File: src/rtl/sub_4bit_serial_pkg.sv
// Shared encodings and sizing for the bit-serial subtractor.
// Holds the default operand width, the FSM state encoding and the bit-counter width.
package sub_4bit_serial_pkg;

   localparam int WIDTH_DEF = 4;

   typedef enum logic [1:0] {
      IDLE  = 2'b00,
      SHIFT = 2'b01,
      DONE  = 2'b10
   } state_t;

   // Kept at least one bit wide so a 1-bit operand still gets a legal counter.
   function automatic int cnt_w(input int w);
      return (w > 1) ? $clog2(w) : 1;
   endfunction

   localparam int CNT_W = cnt_w(WIDTH_DEF);

endpackage

File: src/rtl/sub_4bit_serial_full_subtractor.sv
// One-bit borrow cell: diff = x - y - bin, bout set when that goes negative.
// Purely combinational, zero latency, no flow control.
module full_subtractor (
   input  logic x,
   input  logic y,
   input  logic bin,
   output logic diff,
   output logic bout
);

   assign diff = x ^ y ^ bin;
   assign bout = (~x & y) | (~(x ^ y) & bin);

endmodule

File: src/rtl/sub_4bit_serial.sv
// Bit-serial unsigned subtractor, LSB first, d = {a<b, (a-b) mod 2^WIDTH}.
// Latency WIDTH cycles from accepting edge to done; start is only sampled in IDLE.
module sub_4bit_serial
   import sub_4bit_serial_pkg::*;
#(
   parameter int WIDTH = WIDTH_DEF
) (
   input  logic             clock,
   input  logic             reset_n,
   input  logic             start,
   input  logic [WIDTH-1:0] a,
   input  logic [WIDTH-1:0] b,
   output logic             busy,
   output logic             done,
   output logic [WIDTH:0]   d
);

   localparam int            CW   = cnt_w(WIDTH);
   localparam logic [CW-1:0] LAST = CW'(WIDTH - 1);

   state_t           state;
   state_t           state_nxt;
   logic [WIDTH-1:0] a_sr;
   logic [WIDTH-1:0] b_sr;
   logic [WIDTH-1:0] res;
   logic             bor;
   logic [CW-1:0]    cnt;
   logic             diff_bit;
   logic             bor_nxt;
   logic             last_bit;

   full_subtractor u_fs (
      .x    (a_sr[0]),
      .y    (b_sr[0]),
      .bin  (bor),
      .diff (diff_bit),
      .bout (bor_nxt)
   );

   assign last_bit = (cnt == LAST);

   always_comb begin
      state_nxt = state;
      case (state)
         IDLE:    if (start) state_nxt = SHIFT;
         SHIFT:   if (last_bit) state_nxt = DONE;
         DONE:    state_nxt = IDLE;
         default: state_nxt = IDLE;
      endcase
   end

   // busy/done come from the next state so both are plain flops aligned with state.
   always_ff @(posedge clock or negedge reset_n) begin
      if (!reset_n) begin
         state <= IDLE;
         busy  <= 1'b0;
         done  <= 1'b0;
      end else begin
         state <= state_nxt;
         busy  <= (state_nxt == SHIFT);
         done  <= (state_nxt == DONE);
      end
   end

   always_ff @(posedge clock or negedge reset_n) begin
      if (!reset_n) begin
         a_sr <= '0;
         b_sr <= '0;
         res  <= '0;
         bor  <= 1'b0;
         cnt  <= '0;
         d    <= '0;
      end else begin
         case (state)
            IDLE: begin
               if (start) begin
                  a_sr <= a;
                  b_sr <= b;
                  bor  <= 1'b0;
                  cnt  <= '0;
               end
            end
            SHIFT: begin
               a_sr <= a_sr >> 1;
               b_sr <= b_sr >> 1;
               res  <= {diff_bit, res[WIDTH-1:1]};
               bor  <= bor_nxt;
               cnt  <= cnt + 1'b1;
               // Final bit goes straight into d; res would only hold it one edge later.
               if (last_bit) d <= {bor_nxt, diff_bit, res[WIDTH-1:1]};
            end
            default: ;
         endcase
      end
   end

endmodule

File: config.mk
export PLATFORM = sky130hd
export DESIGN_NAME = sub_4bit_serial
export DESIGN_NICKNAME = d
export VERILOG_FILES = /design/src/rtl/sub_4bit_serial_pkg.sv /design/src/rtl/sub_4bit_serial_full_subtractor.sv /design/src/rtl/sub_4bit_serial.sv
export SDC_FILE = /design/constraint.sdc
export NUM_CORES = 1
export LEC_CHECK = 0
export BUFFER_PORTS_ARGS = -buffer_cell sky130_fd_sc_hd__buf_2
export CAP_MARGIN = 20
export CORE_UTILIZATION = 57
export CTS_CLUSTER_DIAMETER = 200
export DETAILED_ROUTE_END_ITERATION = 8
export PLACE_DENSITY = 0.81
export SYNTH_ARGS = -nofsm -noshare
export SYNTH_HDL_FRONTEND = slang
export SYNTH_SLANG_ARGS = --single-unit
File: constraint.sdc
create_clock -name clock -period 4.1 [get_ports clock]
set_clock_uncertainty 0.05 [all_clocks]
set_input_delay 0.41 -clock clock [delete_from_list [all_inputs] [get_ports clock]]
set_output_delay 0.41 -clock clock [all_outputs]
set_load 0.01 [all_outputs]
[Yosys cells after proc, flatten, opt, wreduce, memory -nomap -nowiden]
Index checks and enable logic that the tools add are counted.
Word-level totals
  register bits after elaboration: 24
  bits in latches: 0
  bits in writable memories: 0
  ROM bits: 0
  bits of input ports: 11
  output and inout bits: 7
  memories kept: 0
Operators by class
  add/subtract/negate cells: 1
  multiply operators: 0
  divide/modulo/power cells: 0
  magnitude comparators: 0
  equality and inequality tests: 5
  shift-type cells: 0
  multiplexer cells: 11
  bitwise logic cells: 7
  reduce and logical (&&, ||, !) cells: 4
Operators with widths (count)
  $pmux 4 s2: 2
  $mux 4: 2
  $pmux 2 s2: 2
  $mux 2: 3
  $eq 2x1->1 const B: 2
  $eq 2x2->1 const B: 2
  $reduce_and 2->1: 2
  $add 2x1->2 const B: 1
  $and 1x1->1: 2
  $logic_not 2->1: 1
  $ne 2x2->1 const B: 1
  $not 1->1: 2
  $pmux 1 s2: 1
  $reduce_bool 2->1: 1
  $xor 1x1->1: 2
  $mux 1: 1
  $or 1x1->1: 1

[Depth between registers and ports, before layout]
  depth in word-level cells: 5
  gate-level depth with buffers: 4
  gate-level depth less buffers: 4

[Cells and area by module]
A second synthesis with hierarchy kept.
Unflattened totals
  cells, all modules: 72
  area total of the unflattened synthesis: 1047.3 sq um
Modules (own cells, without submodules)
  sub_4bit_serial: instances 1, cells an instance 68, area an instance 1016.0 sq um, seq. area each 575.6 sq um
  full_subtractor: instances 1, cells an instance 4, area an instance 31.3 sq um, seq. area each 0.0 sq um

[Worst setup path after synthesis]
No wires, ideal clock.
  kind: register -> register
  start point: reg b_sr[0]
  end point: reg res[3]
  setup time: 0.125 ns
  arrival: 1.134 ns
  required time: 3.925 ns
  setup slack: 2.791 ns
  stages on the path, launching flop included: 4
  path buffers: 0
  path through: dfrtp_1 inv_1 fa_1 mux2_4
Between the ends
  cells in the longest elaborated chain, start to end: 2
Ends and longest elaborated chain
  start: declaration: line sub_4bit_serial.sv:24  | logic [WIDTH-1:0] b_sr;
  start signal: assignment: line sub_4bit_serial.sv:85  | b_sr <= b_sr >> 1;
  $xor 1x1->1 (2 in a row): line sub_4bit_serial_full_subtractor.sv:11  | assign diff = x ^ y ^ bin;
  via diff_bit: line sub_4bit_serial.sv:28  | logic diff_bit;
  end signal: assignment: line sub_4bit_serial.sv:86  | res <= {diff_bit, res[WIDTH-1:1]};
  end: declaration: line sub_4bit_serial.sv:25  | logic [WIDTH-1:0] res;
The timed path passes the listed nets, and every way through them passes these cells.
A chain may end at the register's enable or synchronous reset.

[Final worst setup path]
  start point: reg state[1]
  end point: reg res[2]
Between the ends
  cells in the longest elaborated chain, start to end: 1
Ends and longest elaborated chain
  start: declaration: line sub_4bit_serial.sv:21  | state_t state;
  start signal: assignment: line sub_4bit_serial.sv:59  | state <= state_nxt;
  $eq 2x1->1: line sub_4bit_serial.sv:74  | case (state)
Every way passes these cells.

==> results.toml <==
[outcome]
status = "finished, violations left"
violations = "design-rule violations, negative hold slack"

[routing]
drcViolationCount = 1
wl_mm = 1.909
drt_iter0_drc = 12
drtAntennaViolNets = 0
drt_first_pass_iters = 6
avgViaCountPerCell = 5.992
num_vias = 719
wl_per_cell_um = 15.91

[clock_network]
cts-hold-fix-buffers = 0
clk_pin_slew_ns = 0.12
cts_resized = 0
cts-htree-levels = 1
cts_sinks = 23
clock_path_buffers = 2
worstSkewPairLatency_ns = 0.31
post_cts_buffers = 0
cts-buffers-inserted = 3
cts_tree = "done"
cts_root_buf = "clkbuf_4"

[setup_path]
cp.arrival_ns = 1.70
path_buf_inv = 0
timing.rr.end = "res[2]"
reg2reg_slack_ns = 2.54
crit_path_max_incr_delay_ns = 0.66
reg2regPathDepth = 2
cp-end-kind = "flip-flop"
start_kind = "flip-flop"
crit_fanout = 16
crit_family = "flip-flops"
path_cells = "nand2b_2 > mux2_2"
cp_slowest_cell = "dfrtp_1"
crit_type = "reg -> reg"
reg2reg_from = "state[1]"
crit_required_ns = 4.25

[grt]
grt_pass1_vias = 715
grtUsageMet1_pct = 31.86
globalRouteMet3Util_pct = 3.265
antenna_found_initial = 0
met2_usage_pct = 36.47
grt_use_total_pct = 23.56
busiest_layer = "met2"
grt.overflow.total = 0
grt_max_degree = 24
grt_pass1_wl_mm = 3.284

[timing]
final_hold_viol_count = 11
hold_ws_ns = -0.005903
setup_ws_ns = 2.544
slew_headroom_pct = 49.65
post-route-min-period_ns = 1.556
tightest_slew_ns = 0.7536
setup_violations = 0
fin_crit_sh_pct = 37.94
drv_slew = 0
rsz0062_at_grt = "no"
max_freq_ghz = 0.6428
setup_tns_ns = 0

[place]
place_ws_ns = 2.572
placedCellCount = 116
portBuffers = 17
hpwl_mm = 1.394
place_congestion = 0.8044
placed_cell_area_mm2 = 0.001097

[floorplanning]
start_util_pct = 64.29
dieArea_mm2 = 0.001951
io_pins = 18
die_w_um = 44.17
rows = 14
die_y_um = 44.17
design.core.area_mm2 = 0.001577

[power_and_ir_drop]
p_leak_nw = 0.5361
p_switching_mw = 0.3453
power_frac_clock_pct = 11.3
internal_power_mw = 0.5532
sequentialPowerShare_pct = 46.7
p_per_area_mw_per_mm2 = 798.9
pwr-share-comb_pct = 42.0
p_total_mw = 0.8986
switching_share_pct = 38.43
vdd_drop_max_v = 0.0004911

[synth]
synth.area.top_cells = "dfrtp_1 (57%), a211oi_2 (7.4%), mux2_2 (6.7%), nor2_1 (4.8%), o21ai_0 (3.5%)"
synth_cell_types = 21
syn_area_mm2 = 0.001013
avgSynthCellArea_um2 = 11.65
synth_area_leader_cell = "dfrtp_1"
ys_seq_elements = 23
yosys_warnings = 0
synth_cells = 87
yosysSeqAreaShare_pct = 56.79
syn-num-nets = 100
synth_top_area_share_pct = 56.79

[finish]
post-route-util_pct = 71.35
antennaDiodeCount = 0
layout-drive-gt1-share_pct = 34.62
area_growth_pct = 10.99
stdcell_count = 120
fin_area_mm2 = 0.001125
fin_nets = 118

[run]
max_cap_viol_count = 0

[min_path]
min_path_type = "in -> async"
-- synth_stat cells --
cell type  instances
dfrtp_1           23
nor2_1            13
o21ai_0            7
a211oi_2           6
inv_1              6
mux2_2             6
nand2_1            5
o22ai_1            5
a211oi_1           2
a32oi_1            2
buf_2              2
a21oi_1            1
buf_4              1
clkbuf_1           1
fa_1               1
ha_1               1
mux2_4             1
nand2b_2           1
nand3b_2           1
nor2b_1            1
or2_0              1
-- worst max-delay path by stage --
stage | from | endpoint | slack (ns) | depth (start not counted)
finish | state[1] | res[2] | 2.54 | 2
global route | state[0] | a_sr[3] | 2.45 | 3
CTS | state[1] | res[2] | 2.55 | 2
detailed placement | start | a_sr[3] | 2.57 | 4
global placement | start | b_sr[3] | 2.61 | 4
floorplan | b_sr[0] | res[3] | 2.79 | 3
-- placed cells by master (no fill, tap or decap) --
cell type,synthesis,layout
clkbuf_4,0,3
a21oi_1,1,1
buf_2,2,17
or2_0,1,1
a32oi_1,2,2
dfrtp_1,23,23
nor2_1,13,13
a211oi_1,2,2
nand3b_2,1,1
a211oi_2,6,6
o22ai_1,5,5
clkinv_2,0,1
ha_1,1,1
nand2b_2,1,1
mux2_2,6,6
nand2_1,5,5
fa_1,1,1
o21ai_0,7,7
mux2_4,1,1
nor2b_1,1,1
inv_1,6,6
-- power groups by stage --
stage | sequential (mW) | clock, mW | combinational (mW)
after floorplan | 0.413 | 0 | 0.281
after global placement | 0.414 | 0 | 0.355
after detailed placement | 0.423 | 0 | 0.384
after CTS | 0.417 | 0.107 | 0.384
after global routing | 0.435 | 0.111 | 0.422
final | 0.420 | 0.102 | 0.377
-- cell families (layout without fill, tap and decap cells) --
| family | count (synthesis) | in the layout | synth area share (%) |
|---|---|---|---|
| muxes | 7 | 7 | 8.147 |
| DFF | 23 | 23 | 56.79 |
| buffers and inverters | 10 | 27 | 4.321 |
| adders and majority gates | 2 | 2 | 3.210 |
| AOI/OAI and AO/OA | 23 | 23 | 17.65 |
| and+or+nand+nor | 22 | 22 | 9.878 |
-- registers in the layout, summed over array words and instances, names as in the netlist, 2 cells and up --
name,count
a_sr,4
b_sr,4
cnt,2
d,5
res,3
state,2
-- worst reg2reg max path: cells and delay by family, from the launching register on --
family	cells	cell delay, ns
and+or+nand+nor	1	0.37
DFF	1	0.66
muxes	1	0.38
-- routing by layer --
layer	vias to the layer above	routed length (µm)
met3	4	77
met4	0	33
met5	-	0
met2	18	949
li1	337	-
met1	360	849
-- layout make-up --
| type | count | area, µm² |
|---|---|---|
| Fill cell | 114 | 451.7 |
| Tap cell | 16 | 20.02 |
| Inverter | 6 | 22.52 |
| Clock buffer | 3 | 22.52 |
| Timing Repair Buffer | 17 | 85.08 |
| Multi-Input combinational cell | 54 | 394.1 |
| Sequential cell | 23 | 575.6 |
| Clock inverter | 1 | 5.005 |
(Power assumes the default switching activity.)
